## src/rtl/ddr2_cmd_arbiter_pkg.sv

```systemverilog
// ============================================================================
// Module      : ddr2_cmd_arbiter_pkg
// Description : Shared constants and types for the DDR2 command-bus arbiter.
//               DDR2 command codes, default widths, refresh timing and FSM
//               state encodings.
// Revision    : 1.0 - initial release
// ============================================================================
`default_nettype none

package ddr2_cmd_arbiter_pkg;

    // Default bus widths
    localparam int DEF_BA_BITS   = 3;
    localparam int DEF_ADDR_BITS = 14;

    // Refresh timing: 7.8us average refresh interval at a 5ns clock period
    localparam int TREFI_PS      = 7_800_000;
    localparam int TCK_PS        = 5_000;
    localparam int DEF_TREFI_CYC = TREFI_PS / TCK_PS;
    localparam int DEF_MAX_OWED  = 8;

    // DDR2 command codes, encoded as {cs_n, ras_n, cas_n, we_n}
    typedef logic [3:0] cmd_t;
    localparam cmd_t CMD_NOP  = 4'b0111;
    localparam cmd_t CMD_PRE  = 4'b0010;
    localparam cmd_t CMD_AREF = 4'b0001;
    localparam cmd_t CMD_LM   = 4'b0000;
    localparam cmd_t CMD_ACT  = 4'b0011;
    localparam cmd_t CMD_RD   = 4'b0101;
    localparam cmd_t CMD_WR   = 4'b0100;

    // Arbiter FSM states
    typedef enum logic [2:0] {
        ST_INIT  = 3'd0,
        ST_IDLE  = 3'd1,
        ST_G_REF = 3'd2,
        ST_G_WR  = 3'd3,
        ST_G_RD  = 3'd4
    } arb_state_t;

    // Last data engine served, for write/read round-robin
    typedef enum logic {
        RR_WR = 1'b0,
        RR_RD = 1'b1
    } rr_sel_t;

endpackage

`default_nettype wire

```

## src/rtl/ddr2_cmd_arbiter_if.sv

```systemverilog
// ============================================================================
// Module      : ddr2_cmd_arbiter_if
// Description : Bundle of engine-side and PHY-side command bus signals around
//               the DDR2 command arbiter. The arbiter uses the slave view; the
//               init/refresh/rw engines and PHY side use the master view.
// Revision    : 1.0 - initial release
// ============================================================================
`default_nettype none

interface ddr2_cmd_arbiter_if #(
    parameter int BA_BITS   = 3,
    parameter int ADDR_BITS = 14
);
    import ddr2_cmd_arbiter_pkg::*;

    // Init sequencer
    logic                 init_cke;
    cmd_t                 init_cmd;
    logic [BA_BITS-1:0]   init_ba;
    logic [ADDR_BITS-1:0] init_addr;
    logic                 init_end;

    // Refresh engine
    logic                 ref_req;
    logic                 ref_gnt;
    logic                 ref_done;
    cmd_t                 ref_cmd;
    logic [BA_BITS-1:0]   ref_ba;
    logic [ADDR_BITS-1:0] ref_addr;

    // Write engine
    logic                 wr_req;
    logic                 wr_gnt;
    logic                 wr_done;
    cmd_t                 wr_cmd;
    logic [BA_BITS-1:0]   wr_ba;
    logic [ADDR_BITS-1:0] wr_addr;

    // Read engine
    logic                 rd_req;
    logic                 rd_gnt;
    logic                 rd_done;
    cmd_t                 rd_cmd;
    logic [BA_BITS-1:0]   rd_ba;
    logic [ADDR_BITS-1:0] rd_addr;

    // PHY command register and status
    logic                 ddr_cke;
    cmd_t                 ddr_cmd;
    logic [BA_BITS-1:0]   ddr_ba;
    logic [ADDR_BITS-1:0] ddr_addr;
    logic                 ref_ovf;

    modport slave (
        input  init_cke, init_cmd, init_ba, init_addr, init_end,
        input  ref_done, ref_cmd, ref_ba, ref_addr,
        input  wr_req, wr_done, wr_cmd, wr_ba, wr_addr,
        input  rd_req, rd_done, rd_cmd, rd_ba, rd_addr,
        output ref_req, ref_gnt, wr_gnt, rd_gnt,
        output ddr_cke, ddr_cmd, ddr_ba, ddr_addr, ref_ovf
    );

    modport master (
        output init_cke, init_cmd, init_ba, init_addr, init_end,
        output ref_done, ref_cmd, ref_ba, ref_addr,
        output wr_req, wr_done, wr_cmd, wr_ba, wr_addr,
        output rd_req, rd_done, rd_cmd, rd_ba, rd_addr,
        input  ref_req, ref_gnt, wr_gnt, rd_gnt,
        input  ddr_cke, ddr_cmd, ddr_ba, ddr_addr, ref_ovf
    );

endinterface

`default_nettype wire

```

## src/rtl/ddr2_ref_timer.sv

```systemverilog
// ============================================================================
// Module      : ddr2_ref_timer
// Description : tREFI interval timer plus count of owed (postponed) refreshes.
//               Raises ref_req while any refresh is owed and a sticky overflow
//               flag when an interval elapses with the owed count saturated.
// Revision    : 1.0 - initial release
// ============================================================================
`default_nettype none

module ddr2_ref_timer
    import ddr2_cmd_arbiter_pkg::*;
#(
    parameter int TREFI_CYC = DEF_TREFI_CYC,
    parameter int MAX_OWED  = DEF_MAX_OWED
) (
    input  logic ck_i,
    input  logic rst_i,
    input  logic en_i,        // timer runs only once init is complete
    input  logic ref_done_i,  // qualified: refresh engine held the bus
    output logic ref_req_o,
    output logic ref_ovf_o
);

    localparam int TW = (TREFI_CYC > 1) ? $clog2(TREFI_CYC) : 1;
    localparam int OW = $clog2(MAX_OWED + 1);
    localparam logic [TW-1:0] TIMER_MAX = TW'(TREFI_CYC - 1);
    localparam logic [OW-1:0] OWED_MAX  = OW'(MAX_OWED);

    logic [TW-1:0] timer_q, timer_d;
    logic [OW-1:0] owed_q,  owed_d;
    logic          ovf_q,   ovf_d;
    logic          w_tick;

    // Interval counter wrap generates a tick; owed count tracks ticks minus
    // completed refreshes, saturating so a missed tick only flags overflow.
    always_comb begin
        w_tick  = en_i && (timer_q == TIMER_MAX);
        timer_d = timer_q;
        owed_d  = owed_q;
        ovf_d   = ovf_q | (w_tick && (owed_q == OWED_MAX));
        if (en_i) begin
            timer_d = w_tick ? '0 : timer_q + 1'b1;
        end
        if (w_tick && !ref_done_i) begin
            if (owed_q != OWED_MAX) begin
                owed_d = owed_q + 1'b1;
            end
        end else if (!w_tick && ref_done_i && (owed_q != '0)) begin
            owed_d = owed_q - 1'b1;
        end
    end

    // Timer, owed count and overflow flag registers
    always_ff @(posedge ck_i or posedge rst_i) begin
        if (rst_i) begin
            timer_q <= '0;
            owed_q  <= '0;
            ovf_q   <= 1'b0;
        end else begin
            timer_q <= timer_d;
            owed_q  <= owed_d;
            ovf_q   <= ovf_d;
        end
    end

    assign ref_req_o = (owed_q != '0);
    assign ref_ovf_o = ovf_q;

endmodule

`default_nettype wire

```

## src/rtl/ddr2_cmd_arbiter.sv

```systemverilog
// ============================================================================
// Module      : ddr2_cmd_arbiter
// Description : Owner of the DDR2 command bus {cke,cmd,ba,addr}. Passes the
//               init sequencer through until init_end, then arbitrates the
//               bus between refresh (highest priority), write and read
//               engines with write/read round-robin. All PHY-side outputs are
//               registered.
// Revision    : 1.0 - initial release
// ============================================================================
`default_nettype none

module ddr2_cmd_arbiter
    import ddr2_cmd_arbiter_pkg::*;
#(
    parameter int BA_BITS   = DEF_BA_BITS,
    parameter int ADDR_BITS = DEF_ADDR_BITS,
    parameter int TREFI_CYC = DEF_TREFI_CYC,
    parameter int MAX_OWED  = DEF_MAX_OWED
) (
    input  logic               ck_i,
    input  logic               rst_i,
    ddr2_cmd_arbiter_if.slave  bus
);

    arb_state_t           state_q,    state_d;
    rr_sel_t              rr_last_q,  rr_last_d;
    logic                 ddr_cke_q,  ddr_cke_d;
    cmd_t                 ddr_cmd_q,  ddr_cmd_d;
    logic [BA_BITS-1:0]   ddr_ba_q,   ddr_ba_d;
    logic [ADDR_BITS-1:0] ddr_addr_q, ddr_addr_d;

    logic w_ref_req;
    logic w_ref_ovf;
    logic w_ref_done_vld;
    logic w_timer_en;

    // A done pulse only counts while its engine actually holds the bus
    assign w_ref_done_vld = bus.ref_done && (state_q == ST_G_REF);
    assign w_timer_en     = (state_q != ST_INIT);

    ddr2_ref_timer #(
        .TREFI_CYC (TREFI_CYC),
        .MAX_OWED  (MAX_OWED)
    ) u_ref_timer (
        .ck_i       (ck_i),
        .rst_i      (rst_i),
        .en_i       (w_timer_en),
        .ref_done_i (w_ref_done_vld),
        .ref_req_o  (w_ref_req),
        .ref_ovf_o  (w_ref_ovf)
    );

    // Next-state, arbitration and output-mux selection
    always_comb begin
        state_d    = state_q;
        rr_last_d  = rr_last_q;
        ddr_cke_d  = 1'b1;
        ddr_cmd_d  = CMD_NOP;
        ddr_ba_d   = ddr_ba_q;
        ddr_addr_d = ddr_addr_q;
        case (state_q)
            ST_INIT: begin
                ddr_cke_d  = bus.init_cke;
                ddr_cmd_d  = bus.init_cmd;
                ddr_ba_d   = bus.init_ba;
                ddr_addr_d = bus.init_addr;
                if (bus.init_end) begin
                    state_d = ST_IDLE;
                end
            end
            ST_IDLE: begin
                if (w_ref_req) begin
                    state_d = ST_G_REF;
                end else if (bus.wr_req && (!bus.rd_req || (rr_last_q == RR_RD))) begin
                    state_d = ST_G_WR;
                end else if (bus.rd_req) begin
                    state_d = ST_G_RD;
                end
            end
            ST_G_REF: begin
                if (bus.ref_done) begin
                    state_d = ST_IDLE;
                end else begin
                    ddr_cmd_d  = bus.ref_cmd;
                    ddr_ba_d   = bus.ref_ba;
                    ddr_addr_d = bus.ref_addr;
                end
            end
            ST_G_WR: begin
                if (bus.wr_done) begin
                    state_d   = ST_IDLE;
                    rr_last_d = RR_WR;
                end else begin
                    ddr_cmd_d  = bus.wr_cmd;
                    ddr_ba_d   = bus.wr_ba;
                    ddr_addr_d = bus.wr_addr;
                end
            end
            ST_G_RD: begin
                if (bus.rd_done) begin
                    state_d   = ST_IDLE;
                    rr_last_d = RR_RD;
                end else begin
                    ddr_cmd_d  = bus.rd_cmd;
                    ddr_ba_d   = bus.rd_ba;
                    ddr_addr_d = bus.rd_addr;
                end
            end
            default: begin
                state_d   = ST_INIT;
                ddr_cke_d = 1'b0;
            end
        endcase
    end

    // State, round-robin pointer and PHY command register
    always_ff @(posedge ck_i or posedge rst_i) begin
        if (rst_i) begin
            state_q    <= ST_INIT;
            rr_last_q  <= RR_RD;
            ddr_cke_q  <= 1'b0;
            ddr_cmd_q  <= CMD_NOP;
            ddr_ba_q   <= '0;
            ddr_addr_q <= '0;
        end else begin
            state_q    <= state_d;
            rr_last_q  <= rr_last_d;
            ddr_cke_q  <= ddr_cke_d;
            ddr_cmd_q  <= ddr_cmd_d;
            ddr_ba_q   <= ddr_ba_d;
            ddr_addr_q <= ddr_addr_d;
        end
    end

    // Grants decode directly from the state register so reset drops them at once
    assign bus.ref_gnt  = (state_q == ST_G_REF);
    assign bus.wr_gnt   = (state_q == ST_G_WR);
    assign bus.rd_gnt   = (state_q == ST_G_RD);
    assign bus.ref_req  = w_ref_req;
    assign bus.ref_ovf  = w_ref_ovf;
    assign bus.ddr_cke  = ddr_cke_q;
    assign bus.ddr_cmd  = ddr_cmd_q;
    assign bus.ddr_ba   = ddr_ba_q;
    assign bus.ddr_addr = ddr_addr_q;

endmodule

`default_nettype wire

```

## src/flat_wrapper.sv

```systemverilog
// flat-port wrapper written by rule: the top's interface ports become plain ports
module ddr2_cmd_arbiter_flat import ddr2_cmd_arbiter_pkg::*;
#(
    parameter int BA_BITS   = DEF_BA_BITS,
    parameter int ADDR_BITS = DEF_ADDR_BITS,
    parameter int TREFI_CYC = DEF_TREFI_CYC,
    parameter int MAX_OWED  = DEF_MAX_OWED
)
  (ck_i, rst_i, bus_init_cke, bus_init_cmd, bus_init_ba, bus_init_addr, bus_init_end, bus_ref_done, bus_ref_cmd, bus_ref_ba, bus_ref_addr, bus_wr_req, bus_wr_done, bus_wr_cmd, bus_wr_ba, bus_wr_addr, bus_rd_req, bus_rd_done, bus_rd_cmd, bus_rd_ba, bus_rd_addr, bus_ref_req, bus_ref_gnt, bus_wr_gnt, bus_rd_gnt, bus_ddr_cke, bus_ddr_cmd, bus_ddr_ba, bus_ddr_addr, bus_ref_ovf);
  ddr2_cmd_arbiter_if #(.BA_BITS(BA_BITS), .ADDR_BITS(ADDR_BITS)) bus_i ();
  input  logic ck_i;
  input  logic rst_i;
  input wire logic [$bits(bus_i.init_cke)-1:0] bus_init_cke;
  input wire logic [$bits(bus_i.init_cmd)-1:0] bus_init_cmd;
  input wire logic [$bits(bus_i.init_ba)-1:0] bus_init_ba;
  input wire logic [$bits(bus_i.init_addr)-1:0] bus_init_addr;
  input wire logic [$bits(bus_i.init_end)-1:0] bus_init_end;
  input wire logic [$bits(bus_i.ref_done)-1:0] bus_ref_done;
  input wire logic [$bits(bus_i.ref_cmd)-1:0] bus_ref_cmd;
  input wire logic [$bits(bus_i.ref_ba)-1:0] bus_ref_ba;
  input wire logic [$bits(bus_i.ref_addr)-1:0] bus_ref_addr;
  input wire logic [$bits(bus_i.wr_req)-1:0] bus_wr_req;
  input wire logic [$bits(bus_i.wr_done)-1:0] bus_wr_done;
  input wire logic [$bits(bus_i.wr_cmd)-1:0] bus_wr_cmd;
  input wire logic [$bits(bus_i.wr_ba)-1:0] bus_wr_ba;
  input wire logic [$bits(bus_i.wr_addr)-1:0] bus_wr_addr;
  input wire logic [$bits(bus_i.rd_req)-1:0] bus_rd_req;
  input wire logic [$bits(bus_i.rd_done)-1:0] bus_rd_done;
  input wire logic [$bits(bus_i.rd_cmd)-1:0] bus_rd_cmd;
  input wire logic [$bits(bus_i.rd_ba)-1:0] bus_rd_ba;
  input wire logic [$bits(bus_i.rd_addr)-1:0] bus_rd_addr;
  output wire logic [$bits(bus_i.ref_req)-1:0] bus_ref_req;
  output wire logic [$bits(bus_i.ref_gnt)-1:0] bus_ref_gnt;
  output wire logic [$bits(bus_i.wr_gnt)-1:0] bus_wr_gnt;
  output wire logic [$bits(bus_i.rd_gnt)-1:0] bus_rd_gnt;
  output wire logic [$bits(bus_i.ddr_cke)-1:0] bus_ddr_cke;
  output wire logic [$bits(bus_i.ddr_cmd)-1:0] bus_ddr_cmd;
  output wire logic [$bits(bus_i.ddr_ba)-1:0] bus_ddr_ba;
  output wire logic [$bits(bus_i.ddr_addr)-1:0] bus_ddr_addr;
  output wire logic [$bits(bus_i.ref_ovf)-1:0] bus_ref_ovf;
  assign bus_i.init_cke = bus_init_cke;
  assign bus_i.init_cmd = bus_init_cmd;
  assign bus_i.init_ba = bus_init_ba;
  assign bus_i.init_addr = bus_init_addr;
  assign bus_i.init_end = bus_init_end;
  assign bus_i.ref_done = bus_ref_done;
  assign bus_i.ref_cmd = bus_ref_cmd;
  assign bus_i.ref_ba = bus_ref_ba;
  assign bus_i.ref_addr = bus_ref_addr;
  assign bus_i.wr_req = bus_wr_req;
  assign bus_i.wr_done = bus_wr_done;
  assign bus_i.wr_cmd = bus_wr_cmd;
  assign bus_i.wr_ba = bus_wr_ba;
  assign bus_i.wr_addr = bus_wr_addr;
  assign bus_i.rd_req = bus_rd_req;
  assign bus_i.rd_done = bus_rd_done;
  assign bus_i.rd_cmd = bus_rd_cmd;
  assign bus_i.rd_ba = bus_rd_ba;
  assign bus_i.rd_addr = bus_rd_addr;
  assign bus_ref_req = bus_i.ref_req;
  assign bus_ref_gnt = bus_i.ref_gnt;
  assign bus_wr_gnt = bus_i.wr_gnt;
  assign bus_rd_gnt = bus_i.rd_gnt;
  assign bus_ddr_cke = bus_i.ddr_cke;
  assign bus_ddr_cmd = bus_i.ddr_cmd;
  assign bus_ddr_ba = bus_i.ddr_ba;
  assign bus_ddr_addr = bus_i.ddr_addr;
  assign bus_ref_ovf = bus_i.ref_ovf;
  ddr2_cmd_arbiter #(.BA_BITS(BA_BITS), .ADDR_BITS(ADDR_BITS), .TREFI_CYC(TREFI_CYC), .MAX_OWED(MAX_OWED)) u_core (.ck_i(ck_i), .rst_i(rst_i), .bus(bus_i));
endmodule
```

## config.mk

```make
export PLATFORM = sky130hd
export DESIGN_NAME = ddr2_cmd_arbiter_flat
export DESIGN_NICKNAME = d
export VERILOG_FILES = /design/src/rtl/ddr2_cmd_arbiter_pkg.sv /design/src/rtl/ddr2_cmd_arbiter_if.sv /design/src/rtl/ddr2_ref_timer.sv /design/src/rtl/ddr2_cmd_arbiter.sv /design/src/flat_wrapper.sv
export SDC_FILE = /design/constraint.sdc
export NUM_CORES = 1
export LEC_CHECK = 0
export CORE_MARGIN = 2
export CORE_UTILIZATION = 40
export CTS_CLUSTER_DIAMETER = 100
export DETAILED_ROUTE_END_ITERATION = 12
export HOLD_SLACK_MARGIN = 0.08
export PLACE_DENSITY_LB_ADDON = 0.1
export SETUP_SLACK_MARGIN = 0.2
export SYNTH_ARGS = -nofsm -noshare
export SYNTH_HDL_FRONTEND = slang
export SYNTH_SLANG_ARGS = --single-unit
```

## constraint.sdc

```tcl
create_clock -name ck_i -period 8.1 [get_ports ck_i]
set_clock_uncertainty 0.2 [all_clocks]
set_input_delay 0.81 -clock ck_i [delete_from_list [all_inputs] [get_ports ck_i]]
set_output_delay 0.81 -clock ck_i [all_outputs]
set_load 0.01 [all_outputs]
```

; ---- Word level (Yosys, flattened, before mapping)
; Index checks and enable logic that the tools add are counted.
[word_totals]
register_bits = 42
word_cells = 79
[op_classes]
n_addsub = 3
n_eq_ne = 16
mux = 28
n_bitwise = 1
n_reduce_logical = 22
[op_table]
columns = operator, count
row1 = 14-bit one-hot mux with 4 select lines, 1
row2 = 14-bit two-way mux, 3
row3 = 3-bit two-way mux, 10
row4 = 4-bit two-way mux, 6
row5 = 4-bit one-hot mux with 4 select lines, 1
row6 = 3-bit one-hot mux with 5 select lines, 1
row7 = 2-bit != test (second input constant), 7
row8 = 3-bit one-hot mux with 4 select lines, 1
row9 = 11-bit by 1-bit adder with 11-bit output (second input constant), 1
row10 = 11-bit equality test (second input constant), 1
row11 = 11-bit two-way mux, 1
row12 = 4-bit nonzero test, 2
row13 = 1-bit logical AND, 7
row14 = 3-bit by 2-bit equality test with 1-bit output (second input constant), 2
row15 = 5-bit AND reduction, 1
row16 = 4-bit by 1-bit adder with 4-bit output (second input constant), 1
row17 = 4-bit equality test (second input constant), 1
row18 = 4-bit by 3-bit != test with 1-bit output (second input constant), 1
row19 = 4-bit != test (second input constant), 1
row20 = 1-bit one-hot mux with 2 select lines, 2
row21 = 4-bit AND reduction, 1
row22 = 2-bit nonzero test, 2
row23 = 4-bit OR reduction, 1
row24 = 4-bit by 1-bit subtractor with 4-bit output (second input constant), 1
row25 = 11 further kinds, 14

; ---- Longest topological paths before layout
; Gate-level depths: netlist of the first run.
[logic_depth]
word_depth = 7
depth_mapped = 12

; ---- Modules after synthesis
; Synthesis of the first run repeated with hierarchy kept, for this count alone.
[hier_totals]
hier_cells = 275
hier_area_um2 = 2698.8
[by_module_without_submodules]
columns = module, n_inst, cells_each, area_per_inst_um2, seq_area_each_um2
row1 = ddr2_cmd_arbiter, 1, 185, 1751.7, 655.6
row2 = ddr2_ref_timer, 1, 90, 947.2, 400.4

; ---- Least setup slack after synthesis of the first run
; OpenSTA, ideal clock, no wires.
[synth_timing]
path_kind = register to register
from = reg u_core.state_q[2]
to = reg u_core.u_ref_timer.owed_q[3]
setup_time_ns = 0.129
arrival_ns = 2.327
t_required_ns = 7.771
slack_ns = 5.444
stages_incl_launch_ff = 13
cell_sequence = dfrtp_1 buf_6 o311a_4 and3_1 buf_6 buf_6 nand2_1 ha_1 a21oi_1 nand2_1 or3_1 o21ai_1 a21oi_1
[synth_via]
elab_chain_len = 7
[synth_rtl]
columns = element, line
row1 = from (decl), ddr2_cmd_arbiter.sv:25  ; arb_state_t state_q, state_d;
row2 = from (signal assigned), ddr2_cmd_arbiter.sv:126  ; state_q <= state_d;
row3 = 3-bit nonzero test, ddr2_cmd_arbiter.sv:39  ; assign w_timer_en = (state_q != ST_INIT);
row4 = 1-bit logical AND, ddr2_ref_timer.sv:37  ; w_tick = en_i && (timer_q == TIMER_MAX);
row5 = 1-bit logical NOT, ddr2_ref_timer.sv:48  ; end else if (!w_tick && ref_done_i && (owed_q != '0)) begin
row6 = 1-bit logical AND (2 in series), ddr2_ref_timer.sv:48
row7 = 2-bit nonzero test (no line), --
row8 = 2-bit AND reduction (no line), --
row9 = to (signal assigned), ddr2_ref_timer.sv:61  ; owed_q <= owed_d;
row10 = to (decl), ddr2_ref_timer.sv:30  ; logic [OW-1:0] owed_q, owed_d;
; Parallel ways exist; a longest one is shown, timed or not.
; A chain may end at the register's enable or synchronous reset.

; ---- Final worst setup path of the first run
[layout_timing]
from = reg u_core.state_q[0]
to = out bus_rd_gnt
[layout_via]
elab_chain_len = 1
[layout_rtl]
columns = element, line
row1 = 3-bit equality test, ddr2_cmd_arbiter.sv:138  ; assign bus.rd_gnt = (state_q == ST_G_RD);
row2 = to (decl), flat_wrapper.sv:35  ; output wire logic [$bits(bus_i.rd_gnt)-1:0] bus_rd_gnt;
; Every way passes these cells.

==> results by stage, run 1 <==
Global routing:
- Global routing consumed, over all layers together, 20.7% of the routing resources.
- The number of antenna violations at the first check in global routing is 0.
- The via count of the first global-routing pass is 2358.
- The wire length of the first global-routing pass is 11800 um.
- Entering global routing, the biggest net connects 43 pins.
- Global routing finished with a remaining overflow of 0.

Power and ir drop:
- The net switching fraction of the power is 40.8%.
- The internal power summed over all cells is 711 uW.
- Power comes to 1200 uW.
- Combinational logic is responsible for 56.2% of the overall power.
- The total leakage power is 0.00155 uW.
- The clock share of power is 11.6%.
- Dividing total power by cell area gives a power density of 313 nW/um2.
- Of the total power, registers draw 32.2%.
- Summed over all nets, the switching power comes to 489 uW.
- The peak supply drop is 0.000183 V.

Drt:
- The number of design rule violations left after detail routing is 0.
- The via count is 2471.
- The number of antenna-violating nets in the routed design is 0.
- The total iterations of the first detailed-routing run is 4.
- The total routed wirelength is 7200 um.
- The average vias per placed instance is 5.31.
- The post-detailed-route wirelength per cell is 15.5 um.
- The first routing iteration left 106 violations.

Floorplan:
- In this run the count of I/O pins placed on the die edge is 120.
- For this configuration, the core starts out at a cell density of 40.7%.
- The area of the die is 7000 um2.
- The y dimension of the die is 83.6 um.
- The die outline width is 83.6 um.
- The number of core rows is 29.
- The total core area is 6240 um2.

Synth:
- The dominant combinational cell family by area after synthesis is compound AO/OA/AOI/OAI gates.
- The share of synthesized cell area in and, or, nand and nor gates is 17.5%.
- The number of flops mapped to enable cells by yosys is 0.
- The share of synthesized area in the top cell type comes to 37.5%.
- The net count of the mapped netlist is 374.
- In the synthesized netlist, mux cells make up 8.83% of the area.
- The fraction of registers with async set or reset after synthesis is 100%.
- By area the synthesized netlist is led by dfrtp_1 37%, mux2i_1 7.5%, nor2_1 6.8%, a221oi_1 5.9%, a21oi_1 5.7%.
- The post-synthesis average cell area is 9.16 um2.
- Of the total synthesized cell area, the portion taken by XOR and XNOR cells is 4.09%.
- The total number of yosys warnings is 0.
- For this run, the leading register cell type out of synthesis is dfrtp_1.
- The post-synthesis instance area is 2540 um2.
- The synthesized netlist contains 49 unique library cells.
- Of all cell types, the one taking the most synthesized area is dfrtp_1.
- The compound-gate portion of the synthesized area is 20.7%.
- Synthesis inferred 42 register bits.
- Summing the areas of all fa, ha and maj instances in the mapped netlist gives 2.27% of the synthesized area.
- Sequential cells were found to cover 41.6% of the synthesized design area.
- The synthesized instance count is 277.

Placement:
- The congestion estimate from routability-driven global placement came to 0.800.
- The count of buffers inserted at the top-level ports is 119.
- The placed instances occupy a cell area of 3750 um2.
- The final HPWL from detailed placement is 5380 um.

Critical path:
- The reg2reg setup slack is 4.83 ns.
- The nature of the critical path startpoint is a register.
- At the worst endpoint, the required time is 7.09 ns.
- The data arrival time of the critical path is 2.47 ns.
- In this run the worst path has a maximum fanout of 36.
- The worst setup path is captured at an output port.
- The critical path in this run is classified as register to output port.

Finish:
- The number of antenna diodes is 0.
- At the end of the flow, the number of nets in the layout was 484.
- The layout has 557 filler cells.
- The relative area change from synthesis to final layout is 51.3%.
- The area of all placed cells without fillers is 3840 um2.
- In the final layout, the share of cells above drive strength 1 is 6.19%.

Flow run:
- The count of max-cap constraint violations is 0.

Clocking:
- The number of gates given a new drive strength after cts is 0.
- The number of buffers created by CTS is 5.
- After clock tree synthesis, the clock-pin slew on the worst setup and hold paths is 0.08 ns.
- The count of clock tree sinks is 42.
- The clock root buffer is clkbuf_8.
- The maximum level of the CTS H-tree is 2.
- The clock network latency to the later pin of the worst-skew pair is 0.29 ns.
- The CTS tree is done.
- Once the clock tree was built, the setup fixing pass inserted 0 buffers.
- For this design, the CTS-stage hold fixing added 0 buffers.
- The clock passes through at most 2 buffers.

Timing:
- The highest clock frequency the design can meet is 288 MHz.
- In the final timing run, aggregate negative setup slack is 0 ns.
- The pin slew with the least headroom to its limit is 0.860 ns.
- Setup repair after global routing left no endpoint under its margin.
- The headroom to the max-slew limit is 42.7%.
- The count of final max-slew check failures is 0.
- The number of endpoints with negative hold slack in the final report came to 0.
- Setup violations remaining at the end of the flow were counted as 0.
- The post-route minimum period is 3.48 ns.
- The post-route clock period utilization is 42.9%.

Run status:
- The flow ran to the end, and the final reports show no timing, DRC or antenna violations.

Worst hold path:
- The worst hold path belongs to the class register to register.
-- metrics by stage --
| stage | hold slack (ns) | util (%) | worst slack, ns | cells |
|---|---|---|---|---|
| after detailed placement | 0.271 | 60.1 | 4.68 | 457 |
| after global routing | 0.317 | 61.5 | 4.42 | 465 |
| after CTS | 0.303 | 61.5 | 4.58 | 465 |
| final | 0.298 | 61.5 | 4.62 | 465 |
| after global placement | 0.280 | 60.1 | 4.78 | 457 |
| after floorplan | 0.268 | - | 5.44 | 277 |
-- worst paths after layout --
| kind | cells past startpoint | startpoint | to |
|---|---|---|---|
| setup / recovery | 4 | u_core.state_q[0] | bus_rd_gnt |
| hold / removal | 1 | u_core.u_ref_timer.ref_ovf_o | u_core.u_ref_timer.ref_ovf_o |
| setup reg to reg | 9 | u_core.state_q[2] | u_core.u_ref_timer.owed_q[3] |
| hold reg to reg | 1 | u_core.u_ref_timer.ref_ovf_o | u_core.u_ref_timer.ref_ovf_o |
| max in group asynchronous | 3 | rst_i | u_core.bus.ddr_cmd[1] |
| min in group asynchronous | 3 | rst_i | u_core.bus.ddr_addr[10] |
-- power by group through the flow --
| stage | logic (uW) | clock network, uW | registers [uW] |
|---|---|---|---|
| finish | 674 | 139 | 387 |
| global route | 747 | 153 | 402 |
| CTS | 683 | 146 | 387 |
| detailed placement | 681 | 0 | 391 |
| global placement | 665 | 0 | 386 |
| floorplan | 412 | 0 | 393 |
-- layout make-up --
| cell class | instances | area (um2) | share of cell area [%] |
|---|---|---|---|
| multi-input cells | 210 | 1360 | 35.4 |
| repair buffers | 122 | 1210 | 31.6 |
| flip-flops and latches | 42 | 1060 | 27.5 |
| well taps | 77 | 96.3 | 2.51 |
| clock buffers | 7 | 86.3 | 2.25 |
| inverters | 6 | 22.5 | 0.587 |
| clock inverters | 1 | 5.00 | 0.130 |
-- kinds of logic after synthesis --
kind of cell,Yosys count
mux,22
xor+xnor,11
buf+inv,25
compound gates,80
fa+ha+maj,4
flops,42
simple gates,93
-- placed cells by master (no fill, tap or decap), types with 5 or more instances in the layout --
master	count
clkdlybuf4s50_1	119
nor2_1	46
nand3_1	5
a221oi_1	17
mux2i_1	19
a21oi_1	29
xnor2_1	6
clkbuf_8	6
dfrtp_1	38
nand2_1	13
o21ai_0	16
-- per-layer routing --
layer | track usage [%] | vias to the layer above | part of all wire [%]
met1 | 27.5 | 1177 | 45
met2 | 34.6 | 63 | 50
met5 | 0 | - | 0
met3 | 4.35 | 10 | 4.4
met4 | 5.28 | 0 | 1.4
li1 | - | 1221 | -
-- sequential cells by signal, indices dropped and copies added, names as in the netlist --
signal                        flops
u_core.bus.ddr_cke                1
u_core.rr_last_q                  1
u_core.u_ref_timer.timer_q       11
u_core.state_q                    3
u_core.bus.ddr_ba                 3
u_core.bus.ddr_addr              14
u_core.u_ref_timer.ref_ovf_o      1
u_core.u_ref_timer.owed_q         4
u_core.bus.ddr_cmd                4
-- cells in the mapped netlist, types with 2 or more instances --
library cell and instances:
clkbuf_1 5, a21oi_1 29, nor2_1 46, nand2_1 13, and4_1 2, buf_6 3, buf_2 9, a221oi_1 17
mux2i_1 19, ha_1 3, nand2b_1 3, o21ai_0 16, inv_1 5, nor2b_1 3, xnor2_1 6, a21o_1 3
and3_1 2, dfstp_2 4, nand3_1 5, nor4_1 2, nor3_1 4, mux2_2 3, o211ai_1 3, buf_1 2
or3_1 3, nor4b_1 2, dfrtp_1 38, xor2_1 4, nand4_1 2, a31oi_1 2
-- critical path: stages (launching register included) --
cell and delay, ns:
dfrtp_1 0.36, buf_4 0.27, or2_1 0.39, nor2_4 0.50, clkdlybuf4s50_1 0.65
(Power assumes the default switching activity.)
==> inputs of run 2 (changes only) <==
--- a/config.mk
+++ b/config.mk
@@ -6,7 +6,7 @@
 export NUM_CORES = 1
 export LEC_CHECK = 0
 export CORE_MARGIN = 2
-export CORE_UTILIZATION = 40
+export CORE_UTILIZATION = 37
 export CTS_CLUSTER_DIAMETER = 100
 export DETAILED_ROUTE_END_ITERATION = 12
 export HOLD_SLACK_MARGIN = 0.08
==> constraint.sdc (replaced) <==
create_clock -name ck_i -period 2.9 [get_ports ck_i]
set_clock_uncertainty 0.2 [all_clocks]
set_input_delay 0.29 -clock ck_i [delete_from_list [all_inputs] [get_ports ck_i]]
set_output_delay 0.29 -clock ck_i [all_outputs]
set_load 0.01 [all_outputs]
==> run 2 against run 1 <==
Cell count rose by 3.0%; non-clock buffer count grew 11; first-iteration DRC count is 26% lower; critical path depth did not move; sequential share of layout area shrank 0.74 points; core utilization shrank 2.8 points; worst hold slack lost 0.14 ns; worst setup slack worse by 4.3 ns; wire length up 2.5%; register-to-register slack worse by 4.4 ns; cell area rose by 2.8%; critical path type unchanged; critical endpoint is now bus_wr_gnt.
==> results by stage, run 2 (synthesis gave the netlist of run 1 again) <==
Drt:
- In the final routing, the length of wire on met1 measures 3300 um.
- The DRC violation total after the first TritonRoute iteration is 78.
- For this block, the routed nets add up to 7380 um of wire.
- For this run, the detailed router's first-pass iteration total came to 4.
- The number of antenna-violating nets in the routed design is 0.
- In the routed design, unresolved DRC markers number 0.
- The top metal layer carrying routed signals is met4.
- The total length of routed met3 wires is 488 um.
- The average vias per placed instance is 5.24.
- After detailed routing, the met2 layer carries 3480 um of wire.
- After detailed routing, the average wire length per cell comes to 15.4 um.
- The detailed router placed 2509 vias in this run.

Critical path:
- The type of the worst setup path is register to output port.
- The number of cells on the worst reg-to-reg path is 10.
- The maximum fanout along the worst path is 25.
- The type of destination of the critical path is an output port.
- The worst setup path is launched from a register.
- The data arrival time of the critical path is 2.08 ns.
- STA puts the critical path data required time at 2.41 ns.

Power and ir drop:
- The design draws 3490 uW.
- The peak supply drop is 0.000423 V.
- The analysis attributes to cell leakage a power of 0.00162 uW.
- The power density of the placed cells is 884 nW/um2.

Timing:
- For this run, the top clock speed supported by timing is 389 MHz.
- The number of endpoints with negative hold slack in the final report is 0.
- The pin slew with the least headroom to its limit is 0.863 ns.
- After layout, the worst path uses 88.7% of the clock period.
- The count of final max-slew check failures is 0.
- Setup violations remaining at the end of the flow were counted as 0.
- Adding up every negative setup slack in the final design gives 0 ns.
- Setup repair after global routing left no endpoint under its margin.
- Setup slack on the critical path of the routed design comes to 0.328 ns.
- The headroom to the max-slew limit is 42.1%.
- The post-route minimum period is 2.57 ns.

Placement:
- The final weighted congestion in routability-driven placement is 0.843.
- The count of buffers inserted at the top-level ports is 119.
- The pre-CTS worst setup slack is 0.248 ns.
- Once detailed placement completed, the half-perimeter wirelength came to 5640 um.

Clocking:
- The number of buffers created by CTS is 5.
- The H-tree generated during clock tree synthesis spans 2 levels.
- The root buffer cell chosen for the clock tree is clkbuf_8.
- TritonCTS built the clock tree.
- The clock passes through at most 2 buffers.
- The tree built by TritonCTS fans out to 42 sinks.
- The clock reaches the later pin of the worst-skew pair after 0.30 ns.
- Clock-pin slew was measured on the worst setup and hold paths at 0.08 ns.

Global routing:
- The via count of the first global-routing pass is 2404.
- Global routing consumed, over all layers together, 19.6% of the routing resources.
- Entering global routing, the biggest net connects 35 pins.
- The remaining global-route overflow is 0.
- The wire length of the first global-routing pass is 11700 um.
- The number of antenna violations at the first check in global routing is 0.

Floorplan:
- For this configuration, the core starts out at a cell density of 37.8%.
- The number of ports placed on the die boundary is 120.
- The y dimension of the die is 86.8 um.
- The die is 86.8 um wide.
- The area of the die is 7540 um2.
- The number of core rows is 30.
- The floorplan step defined a core boundary enclosing 6720 um2.

Run status:
- The run finished with clean final reports.

Finish:
- The post-route netlist has 9.27% of its cells at a drive strength greater than 1.
- 0 antenna diodes ended up in the layout.
- The number of nets in the layout is 495.
- The register with the most flip-flops in the layout has 14 of them.
- The library cell used most frequently in the layout, excluding fill and tap cells, is clkdlybuf4s50_1.
- The relative area change from synthesis to final layout is 55.5%.
- Leaving out fill and tap cells, the most frequent cells in the layout are 119 x clkdlybuf4s50_1, 46 x nor2_1, 38 x dfrtp_1, 29 x a21oi_1, 19 x mux2i_1.

Flow run:
- The count of max-cap constraint violations is 0.

Worst hold path:
- The kind of path behind the tightest hold check is primary input to async pin.
## run 2: cell types whose count changed in the layout (fill, tap and decap cells not counted)
| cell | previous run | this run |
|---|---|---|
| buf_4 | 3 | 14 |
| bufinv_16 | 0 | 1 |
| clkbuf_1 | 1 | 0 |
| clkbuf_8 | 6 | 5 |
| clkinv_2 | 1 | 2 |
| nand2_1 | 13 | 12 |
| nand2_2 | 0 | 1 |
## run 2: power breakdown
group	internal (uW)	switching (uW)
clock	253	205
sequential	861	181
combinational	984	1000
total	2100	1390
## run 2: per-stage QoR
stage | util (%) | std cells | hold slack, ns | instance area (um2)
floorplan | - | 277 | 0.141 | 2540
CTS | 58.6 | 478 | 0.187 | 3940
global placement | 57.0 | 470 | 0.260 | 3830
global route | 58.7 | 479 | 0.230 | 3950
detailed placement | 57.0 | 470 | 0.263 | 3830
finish | 58.7 | 479 | 0.163 | 3950
## run 2: final timing paths
path,from,to,slack [ns]
min reg2reg,u_core.u_ref_timer.ref_ovf_o,u_core.u_ref_timer.ref_ovf_o,0.28
max reg2reg,u_core.u_ref_timer.timer_q[0],u_core.u_ref_timer.owed_q[3],0.43
min,rst_i,u_core.bus.ddr_addr[7],0.16
min in group ck_i,u_core.u_ref_timer.ref_ovf_o,u_core.u_ref_timer.ref_ovf_o,0.28
max,u_core.state_q[0],bus_wr_gnt,0.33
max in group asynchronous,rst_i,u_core.rr_last_q,1.67
## run 2: timing repair
action | 4_1_cts | 5_1_grt
hold buffers | 0 | 0
endpoints found under the setup margin | 0 | 1
endpoints found under the hold margin | 0 | 0
setup buffers | 0 | 1
gates resized for setup | 0 | 1
## run 2: final cells by class
type                            instances  area (um2)
Clock buffer                            5        68.8
Clock inverter                          3        40.0
Fill cell                             584        2770
Inverter                                6        22.5
Multi-Input combinational cell        210        1360
Sequential cell                        42        1060
Tap cell                               80         100
Timing Repair Buffer                  133        1300
## run 2: worst max-delay path: stages (launching register included)
cell	delay, ns
dfrtp_1	0.37
buf_4	0.23
buf_4	0.33
and3_1	0.29
clkdlybuf4s50_1	0.56
## run 2: metal layers
| layer | global-route usage (%) | vias up |
|---|---|---|
| li1 | - | 1250 |
| met3 | 4.19 | 9 |
| met5 | 0 | - |
| met1 | 25.6 | 1172 |
| met2 | 32.0 | 78 |
| met4 | 7.24 | 0 |
